**src/rtl/iir_decim_out.sv**
```systemverilog
// Boxcar-average decimator with a first-word-fall-through output FIFO.
// Sums R = 2**LOG2R consecutive valid samples, pushes floor(sum / R) into the
// FIFO, and flags (sticky) any decimated sample lost to a full FIFO.
module iir_decim_out #(
  parameter int BITWIDTH = 32,
  parameter int LOG2R    = 2,
  parameter int DEPTH    = 8
) (
  input  logic                      clk,
  input  logic                      rst,
  input  logic                      in_valid,
  input  logic [BITWIDTH-1:0]       in_data,
  output logic                      out_valid,
  input  logic                      out_ready,
  output logic [BITWIDTH-1:0]       out_data,
  output logic [$clog2(DEPTH):0]    fifo_level,
  output logic                      overflow,
  input  logic                      clr_ovf
);

  localparam int R   = 1 << LOG2R;
  localparam int AW  = BITWIDTH + LOG2R;          // wide enough that R samples never wrap
  localparam int PHW = (LOG2R > 0) ? LOG2R : 1;   // keep a legal width in pass-through mode
  localparam int PW  = $clog2(DEPTH);
  localparam int LW  = PW + 1;

  logic signed [AW-1:0]  acc;
  logic signed [AW-1:0]  sum;
  logic [PHW-1:0]        phase;
  logic                  last_phase;
  logic [BITWIDTH-1:0]   result;

  logic [BITWIDTH-1:0]   mem [DEPTH];
  logic [PW-1:0]         wr_ptr;
  logic [PW-1:0]         rd_ptr;
  logic [LW-1:0]         level;
  logic                  full;
  logic                  push_req;
  logic                  push;
  logic                  pop;

  // Running sum including the current sample; the cast sign-extends in_data.
  assign sum        = acc + AW'($signed(in_data));
  assign last_phase = (phase == PHW'(R - 1));
  // Arithmetic shift of a signed value floors toward -inf; the average always fits BITWIDTH.
  assign result     = BITWIDTH'(sum >>> LOG2R);

  assign full     = (level == LW'(DEPTH));
  assign pop      = out_valid && out_ready;
  assign push_req = in_valid && last_phase;
  // A pop on the same edge frees a slot, so a full FIFO still accepts the push.
  assign push     = push_req && (!full || pop);

  assign out_valid  = (level != '0);
  assign out_data   = out_valid ? mem[rd_ptr] : '0;
  assign fifo_level = level;

  // Accumulate valid samples and restart the block after the R-th one.
  always_ff @(posedge clk) begin
    // NOTE: sequential state uses non-blocking assignments so every register
    // samples pre-edge values and simulation matches the synthesized flops.
    if (rst) begin
      acc   <= '0;
      phase <= '0;
    end else if (in_valid) begin
      if (last_phase) begin
        acc   <= '0;
        phase <= '0;
      end else begin
        acc   <= sum;
        phase <= phase + PHW'(1);
      end
    end
  end

  // FIFO storage: written on accepted pushes only.
  always_ff @(posedge clk) begin
    // NOTE: the storage array has no reset; the pointers and level define
    // which entries are meaningful, and leaving it unreset lets it map to RAM.
    if (push && !rst) begin
      mem[wr_ptr] <= result;
    end
  end

  // FIFO pointers, occupancy and the sticky drop flag.
  always_ff @(posedge clk) begin
    if (rst) begin
      wr_ptr   <= '0;
      rd_ptr   <= '0;
      level    <= '0;
      overflow <= 1'b0;
    end else begin
      if (push) wr_ptr <= wr_ptr + PW'(1);
      if (pop)  rd_ptr <= rd_ptr + PW'(1);
      case ({push, pop})
        2'b10:   level <= level + LW'(1);
        2'b01:   level <= level - LW'(1);
        default: level <= level;
      endcase
      // A drop in the same cycle as a clear wins so no loss goes unreported.
      if (push_req && full && !pop) begin
        overflow <= 1'b1;
      end else if (clr_ovf) begin
        overflow <= 1'b0;
      end
    end
  end

endmodule
```
**config.mk**
```make
export PLATFORM = sky130hd
export DESIGN_NAME = iir_decim_out
export DESIGN_NICKNAME = d
export VERILOG_FILES = /design/src/rtl/iir_decim_out.sv
export SDC_FILE = /design/constraint.sdc
export NUM_CORES = 1
export LEC_CHECK = 0
export BUFFER_PORTS_ARGS = -buffer_cell sky130_fd_sc_hd__buf_2
export CAP_MARGIN = 20
export CORE_MARGIN = 2
export CORE_UTILIZATION = 54
export CTS_CLUSTER_SIZE = 16
export DETAILED_ROUTE_END_ITERATION = 12
export HOLD_SLACK_MARGIN = 0.15
export PLACE_DENSITY = 0.8
export REMOVE_ABC_BUFFERS = 1
export SYNTH_ARGS = -nofsm -noshare
export SYNTH_HDL_FRONTEND = slang
export SYNTH_SLANG_ARGS = --single-unit
```
**constraint.sdc**
```tcl
create_clock -name clk -period 7.4 [get_ports clk]
set_input_delay 0.74 -clock clk [delete_from_list [all_inputs] [get_ports clk]]
set_output_delay 0.74 -clock clk [all_outputs]
set_load 0.02 [all_outputs]
```
==> PnR_summary.wiki <==
{| class="wikitable"
! Metric !! Value
|-
| Remaining Overflow, GRT || 0
|-
| Total power || 4.03 mW
|-
| Drt wl/cell || 21.3 µm
|-
| Crit-path max FO || 44
|-
| End of the worst register-to-register path || mem[4][30]
|-
| PD cells || 265 nW/µm²
|-
| Area share of and/or/nand/nor cells after synthesis || 0.0656
|-
| CTS tree || built
|-
| Unrepaired setup endpoints after global routing || no
|-
| Cell type with the highest aggregate area in the netlist || sky130_fd_sc_hd__edfxtp_1
|-
| Commonest cells in the synthesized netlist || 256 x sky130_fd_sc_hd__edfxtp_1, 89 x sky130_fd_sc_hd__nor2_1, 64 x sky130_fd_sc_hd__mux4_2
|-
| Final RePlAce weighted congestion || 0.897
|-
| Area of the die || 26,300 µm²
|-
| Total of fill cells in the finished design || 1,763
|-
| Ys async rst share || 0
|-
| Worst hold path cell count || 1
|-
| Count of buffering cells on the critical path with inverters included || 2
|-
| DRC viols || 0
|-
| Clock tree root driver cell || sky130_fd_sc_hd__clkbuf_16
|-
| Flip-flop and latch area || 8690 µm²
|-
| Achievable frequency || 264 MHz
|-
| Worst vdd rail ir drop || 0.116 mV
|-
| Worst setup skew after layout || 14.5 ps
|-
| Fraction of final layout cells with drive strength greater than 1 || 0.219
|-
| Number of global-route vias before repair || 7,926
|-
| Share of the clock period used by the worst path || 0.512
|-
| Worst Setup End Kind || primary output
|-
| Sequence of cells on the critical path || buf_4, mux4_2, mux2i_1, nor2_1, buf_2
|-
| Data arrival time at the worst-slack endpoint || 3050 ps
|-
| Largest delay contributor family on the critical path || buffers and inverters
|-
| I/O pin cnt || 75
|-
| Starting density of the core || 0.553
|-
| Number of post-CTS setup repair buffers || 0
|-
| Number of nets in the finished design || 1,052
|-
| Clock insertion delay at the later pin of the skew report || 550 ps
|-
| Cell with the largest stage delay on the worst path || sky130_fd_sc_hd__buf_4
|-
| First-pass GRT wire length || 43.6 mm
|-
| Worst Hold Class || reg -> reg
|-
| Port Buffer Count || 74
|-
| Clk pin slew, worst setup/hold paths || 60 ps
|-
| Number of antenna violations at the first check in global routing || 1
|-
| Area growth from synthesis to layout || 12.6%
|-
| Register bit total from synthesis || 306
|-
| Minimum clock period || 3790 ps
|-
| Area share of fa/ha/maj cells after synthesis || 0.0390
|-
| Worst path max stage delay || 750 ps
|-
| Critical Path RT || 6660 ps
|-
| Hold violation total from the final report || 0
|-
| Max-cap check violation count || 0
|-
| Leakage power of the design || 5.23 nW
|-
| Mean instance size in the synthesized netlist || 15.1 µm²
|-
| Post-CTS Hold Buffers || 0
|-
| Number of gates given a new drive strength after cts || 0
|-
| Final ANT Viol Nets || 0
|-
| Half-perimeter wire length of the detailed placement result || 17.7 mm
|-
| Overall fraction of global-route tracks in use || 0.216
|-
| Maximum number of pins on one net before global-route repair || 65
|-
| Overall routed net length || 28.2 mm
|-
| Count of flip-flops with a built-in enable after synthesis || 256
|-
| Yosys cell types || 54
|-
| Die Height || 162 µm
|-
| Worst Setup Start Kind || flip-flop
|-
| Count of H-tree levels built during CTS || 1
|-
| Count of standard-cell rows || 57
|-
| Max-slew headroom || 0.383
|-
| Share of the synthesized area in the top cell type || 0.568
|-
| CTS max path bufs || 3
|-
| Area inside the core boundary || 24,500 µm²
|-
| Setup tns final || 0 ps
|-
| Sequential cell area fraction in the yosys report || 0.642
|-
| Iteration-0 DRC count of the detailed router || 697
|-
| Die extent in x || 162 µm
|-
| Library cell with the highest instance count after synthesis || sky130_fd_sc_hd__edfxtp_1
|-
| Reg2reg start || acc[0]
|-
| Worst reg2reg setup slack || 3910 ps
|-
| Tightest Pin Transition || 926 ps
|-
| Setup Crit Path Kind || reg -> out
|-
| Fraction of the mapped netlist area in compound gates || 0.0774
|-
| Iteration count of the initial detailed-routing pass || 5
|-
| Capture endpoint of the worst hold path || acc[28]
|-
| Area contributors post-synth || sky130_fd_sc_hd__edfxtp_1 57%, sky130_fd_sc_hd__mux4_2 11%, sky130_fd_sc_hd__dfxtp_1 7.4%, sky130_fd_sc_hd__ha_1 3.6%, sky130_fd_sc_hd__mux2i_1 2.7%
|-
| Share of cell area taken by muxes after synthesis || 0.134
|-
| Detail-routed via count per cell || 6.02
|-
| Max Slew Vio Count || 0
|-
| Number of clock buffers inserted by TritonCTS || 28
|-
| Post-synthesis instance area || 13,500 µm²
|-
| FF-to-FF path depth || 11
|-
| Main combinational cell family by area after synthesis || multiplexers
|-
| Most instantiated flip-flop cell in the synthesis netlist || sky130_fd_sc_hd__edfxtp_1
|-
| Status || finished, final reports clean
|-
| Yosys warnings || 0
|-
| Sink Count || 306
|-
| Min-delay src || acc[28]
|-
| Cell count after synthesis || 896
|-
| Xor-xnor portion of the synthesized cell area || 0.0240
|-
| Via count || 7,950
|-
| Multi-input gate area || 4660 µm²
|-
| Setup Viol. Count Final || 0
|}
==> power breakdown <==
group          switching (mW)  internal (mW)  leakage [nW]
Combinational           0.396          0.188          2.09
Clock                   0.600          0.774         0.434
Sequential             0.0220           2.05          2.71
Total                    1.02           3.02          5.23
==> cells in the final DEF (no fill, tap or decap), types with 17 or more instances in the layout <==
master and n:
sky130_fd_sc_hd__a21oi_1 54, sky130_fd_sc_hd__a22o_1 17, sky130_fd_sc_hd__buf_2 74, sky130_fd_sc_hd__buf_4 19, sky130_fd_sc_hd__clkbuf_16 28, sky130_fd_sc_hd__dfxtp_1 47
sky130_fd_sc_hd__edfxtp_1 256, sky130_fd_sc_hd__ha_1 39, sky130_fd_sc_hd__inv_1 18, sky130_fd_sc_hd__mux2i_1 37, sky130_fd_sc_hd__mux4_2 64, sky130_fd_sc_hd__nand2_1 33
sky130_fd_sc_hd__nor2_1 87, sky130_fd_sc_hd__nor2b_1 19, sky130_fd_sc_hd__o21ai_0 17, sky130_fd_sc_hd__xnor2_1 24
==> layout make-up <==
class	count	area share
timing repair buffer	93	0.0337
clock buffer	39	0.0514
sequential	306	0.571
multi-input combinational	527	0.306
inverter	18	0.00444
clock inverter	13	0.00674
antenna	1	0.000164
tap	324	0.0266
==> registers in the layout (all words and copies together), names as in the netlist, named ones only <==
register and flops:
overflow 1, rd_ptr 3, fifo_level 4, wr_ptr 3
acc 34, mem 256, phase 2
==> through the flow <==
step           hold WS [ps]  setup slack (ps)   util  cell area, µm²  cells
2_1_floorplan           446              2170      -           13400    851
3_3_place_gp            460              3720  0.586           14300   1267
3_5_place_dp            466              3500  0.586           14300   1267
4_1_cts                 481              3480  0.622           15200   1319
5_1_grt                 489              3350  0.622           15200   1321
6_report                481              3610  0.622           15200   1321
==> metal layers <==
metal / routed length [µm] / GRT usage / up-vias
met5: 0 / 0 / -
met4: 724 / 0.0644 / 0
met3: 1510 / 0.0281 / 54
met2: 14300 / 0.369 / 247
met1: 11600 / 0.294 / 4014
li1: - / - / 3635
==> kinds of logic (layout without fill, tap and decap cells) <==
group,count (synthesis),after routing
AO/OA/AOI/OAI,158,158
adder cells (fa/ha/maj),41,41
other,0,1
AND/OR/NAND/NOR,190,190
buffers and inverters,63,163
XOR/XNOR,37,37
multiplexers,101,101
flip-flops,306,306
==> worst max path at each step <==
stage | startpoint | end | slack, ps | depth (start not counted)
global placement | in_data[0] | mem[4][30] | 3720 | 12
global route | flip-flop | out_data[14] | 3350 | 5
finish | flip-flop | out_data[1] | 3610 | 5
detailed placement | in_data[0] | mem[4][30] | 3500 | 12
floorplan | fifo_level[0] | fifo_level[3] | 2170 | 10
CTS | flip-flop | out_data[31] | 3480 | 5
(Power assumes the default switching activity.)
